==> src/rtl/seq_detector_param.sv <==
// seq_detector_param: programmable serial pattern detector with overlap control and saturating match counter
module seq_detector_param #(
  parameter int PAT_LEN = 4,
  parameter int CNT_W   = 8
) (
  input  logic               clk,
  input  logic               rst,
  input  logic               in,
  input  logic               in_valid,
  input  logic [PAT_LEN-1:0] pattern,
  input  logic               pattern_ld,
  input  logic               overlap,
  input  logic               clr,
  output logic               out,
  output logic [CNT_W-1:0]   match_cnt,
  output logic               cnt_sat
);
  localparam int FW = $clog2(PAT_LEN + 1);
  localparam logic [FW-1:0] FULL = FW'(PAT_LEN);
  logic [PAT_LEN-1:0] pat_r, hist, hist_n;
  logic [FW-1:0] fill, fill_n;
  logic match;
  always_comb begin
    hist_n = {hist[PAT_LEN-2:0], in};
    fill_n = (fill == FULL) ? fill : fill + 1'b1;
    match  = (fill_n == FULL) && (hist_n == pat_r);
  end
  assign cnt_sat = &match_cnt;
  always_ff @(posedge clk or negedge rst) begin
    if (!rst) begin
      pat_r     <= '0;
      hist      <= '0;
      fill      <= '0;
      out       <= 1'b0;
      match_cnt <= '0;
    end else if (clr) begin
      hist      <= '0;
      fill      <= '0;
      out       <= 1'b0;
      match_cnt <= '0;
    end else if (pattern_ld) begin
      pat_r <= pattern;
      hist  <= '0;
      fill  <= '0;
      out   <= 1'b0;
    end else if (in_valid) begin
      hist <= hist_n;
      out  <= match;
      // non-overlapping mode restarts the fill so a fresh PAT_LEN bits are needed
      fill <= (match && !overlap) ? '0 : fill_n;
      if (match && !cnt_sat) match_cnt <= match_cnt + 1'b1;
    end else begin
      out <= 1'b0;
    end
  end
endmodule

==> config.mk <==
export PLATFORM = sky130hd
export DESIGN_NAME = seq_detector_param
export DESIGN_NICKNAME = d
export VERILOG_FILES = /design/src/rtl/seq_detector_param.sv
export SDC_FILE = /design/constraint.sdc
export NUM_CORES = 1
export LEC_CHECK = 0
export ABC_AREA = 1
export BUFFER_PORTS_ARGS = -buffer_cell sky130_fd_sc_hd__buf_2
export CORE_MARGIN = 2
export CORE_UTILIZATION = 30
export CTS_CLUSTER_SIZE = 30
export DETAILED_ROUTE_END_ITERATION = 6
export PLACE_DENSITY = 0.58
export SETUP_SLACK_MARGIN = 0.05
export SLEW_MARGIN = 25
export SYNTH_ARGS = -nofsm -noshare
export SYNTH_HDL_FRONTEND = slang
export SYNTH_SLANG_ARGS = --single-unit
==> constraint.sdc <==
create_clock -name clk -period 1.7 [get_ports clk]
set_input_delay 0.425 -clock clk [delete_from_list [all_inputs] [get_ports clk]]
set_output_delay 0.425 -clock clk [all_outputs]
set_load 0.005 [all_outputs]
==> impl_metrics.toml <==
[run_status]
outcome = "finished, final reports clean"

[power]
p_leak_nw = 0.8214
power.switching_w = 0.0002358
clockPowerShare_pct = 35.0
p_int_w = 0.0006714
combPwrFrac_pct = 12.5
vdd_drop_max_v = 0.0002355
power_density_mw_per_mm2 = 592.9
seqPwrFrac_pct = 52.5
p_sw_share_pct = 25.99
p_total_w = 0.0009072

[placed_design]
dpl.cell_count = 240
numPortBuffers = 20
dp_slack_ns = 0.1794
gp_congestion = 0.7759
dp_hpwl_um = 2065

[sta]
slew_headroom_pct = 69.80
fin_ws_ns = 0.09606
tightestPinTransition_ns = 0.4529
hold_viol_final = 0
fmax_ghz = 0.6235
grt_setup_unrepaired = "yes"
min_period_over_period_pct = 94.35
setup_viol = 0
fin_skew_ns = 0.001713
slew_viol_final = 0
setup_tns_ns = 0
layout_min_cycle_time_ns = 1.604

[critical_path]
rr_startpoint = "match_cnt[0]$_DFFE_PN0P_"
crit_fanout = 2
critPathArrivalTime_ns = 1.18
criticalPathCategory = "reg2out"
critPathLaunchType = "register"
critPathLaunch = "match_cnt[0]$_DFFE_PN0P_"
cp-end-kind = "primary output"
critical_path_required_ns = 1.27

[die]
ios = 21
die_area_mm2 = 0.004619
initial_core_util_pct = 30.91
die_height_um = 67.97
die_w_um = 67.97
rows = 23
fp.coreArea_mm2 = 0.003971

[drt]
firstDrtPassIters = 4
via_per_inst = 4.594
drc = 0
drt_iter0_markers = 49
wirelength_um = 2789
ant_nets = 0
wl_per_cell_um = 11.20
dr_total_vias = 1144

[clock_tree]
clk_pin_slew_worst_paths_ns = 0.07
cts_root_buf = "clkbuf_8"
htreeDepth = 1
holdBufCountCts = 0
clk-insertion-delay-late_ns = 0.26
clock_sink_count = 19
cts.path.max_buffers = 2
cts_tree = "done"
numCtsBuffers = 3

[global_route]
grt_pass1_vias = 995
grt_use_total_pct = 13.31
grt_max_degree = 20
gr-total-overflow = 0
grt_pass1_wl_um = 4574
antenna_found_initial = 0

[synthesis]
ys_seq_elements = 19
synth_nets = 180
synth_common_cells = "nand2_1, inv_1, dfrtp_1"
ys_top_cells_by_area = "dfrtp_1, nand2_1, inv_1, nand3_1, nand4_1"
yosys_warnings = 0
synthCells = 166
synth-edff-count = 0
synth_area_mm2 = 0.001227
synth_cell_types = 25
synth_largest_area_cell = "dfrtp_1"
yosysSeqAreaShare_pct = 38.74
synth_top_area_share_pct = 38.74
syn_area_per_cell_um2 = 7.394
synthArstFlopShare_pct = 100.0
yosysMostFrequentCell = "nand2_1"
ys.flop_type = "dfrtp_1"

[layout]
drive_above_1_share_pct = 30.15
final_nets = 214
area_delta_synth_final_pct = 24.67
finalNonFillerCells = 249
antennaDiodeCount = 0

[min_path]
min_path_type = "in2async"

[job]
cap_viol_max_count = 0
-- layer usage --
layer / vias to the layer above / track usage [%] / part of all wire [%]
met5: - / 0 / 0
met1: 510 / 20.00 / 49
met2: 44 / 18.93 / 44
met4: 0 / 5.250 / 0.90
li1: 587 / - / -
met3: 3 / 1.974 / 6.6
-- power groups by stage --
stage	sequential [W]	clock, W	combinational, W
finish	0.000476	0.000317	0.000114
global route	0.000478	0.000350	0.000131
CTS	0.000476	0.000329	0.000115
detailed placement	0.000485	0	0.000114
global placement	0.000485	0	0.000114
floorplan	0.000483	0	0.0000763
-- final timing paths --
| path | end | slack (ns) | cells past startpoint |
|---|---|---|---|
| min in group clk | fill[2]$_DFFE_PN0P_ | 0.40 | 3 |
| worst min-delay path | pat_r[0]$_DFFE_PN0P_ | 0.11 | 1 |
| worst max register to register | match_cnt[3]$_DFFE_PN0P_ | 0.16 | 8 |
| max in group asynchronous | match_cnt[4]$_DFFE_PN0P_ | 1.26 | 1 |
| worst min register to register | pat_r[1]$_DFFE_PN0P_ | 0.54 | 2 |
| worst max-delay path | cnt_sat | 0.1 | 6 |
-- worst max-delay path, cell delays in order (launching register included) --
cell and delay (ns):
dfrtp_1 0.39, ha_2 0.20, inv_2 0.04, nor2_4 0.08, nand2_2 0.06, inv_1 0.05, buf_2 0.10
-- metrics by stage --
stage | util (%) | cell area, um^2 | hold slack (ns)
2_1_floorplan | - | 1227 | 0.1294
3_3_place_gp | 35.82 | 1423 | 0.4027
3_5_place_dp | 35.82 | 1423 | 0.4012
4_1_cts | 37.59 | 1493 | 0.1215
5_1_grt | 38.53 | 1530 | 0.1454
6_report | 38.53 | 1530 | 0.1075
-- flip-flops by register name, indices dropped and copies added (netlist names) --
register,cells
match_cnt,8
hist,3
out,1
fill,3
pat_r,4
-- area by class of cell --
class,instances,area [um^2]
sequential,19,480.5
clock buffer,4,45.04
fill,425,2441
multi-input combinational,114,643.1
tap,50,62.56
inverter,32,123.9
timing repair buffer,30,175.2
-- cells by family after synthesis --
logic type	share of synthesized area, %
xor+xnor	2.855
buf+inv	10.50
fa+ha+maj	3.058
simple gates	39.04
compound gates	5.811
flops	38.74
-- cells in the final DEF (no fill, tap or decap), drive strengths merged, types with 4 or more instances in the layout --
master / netlist / routed
a21oi: 5 / 5
clkbuf: 0 / 4
nand4: 9 / 9
nor2: 16 / 16
inv: 29 / 29
buf: 1 / 30
o22ai: 5 / 5
nand2: 53 / 53
nand3: 17 / 17
dfrtp: 19 / 19
-- what timing repair did --
item | 4_1_cts | 5_1_grt
setup endpoints to repair | 1 | 10
buffers inserted | 2 | 3
resized for setup | 4 | 8
pin swaps | 1 | 3
Power figures use the tool's default switching activity.
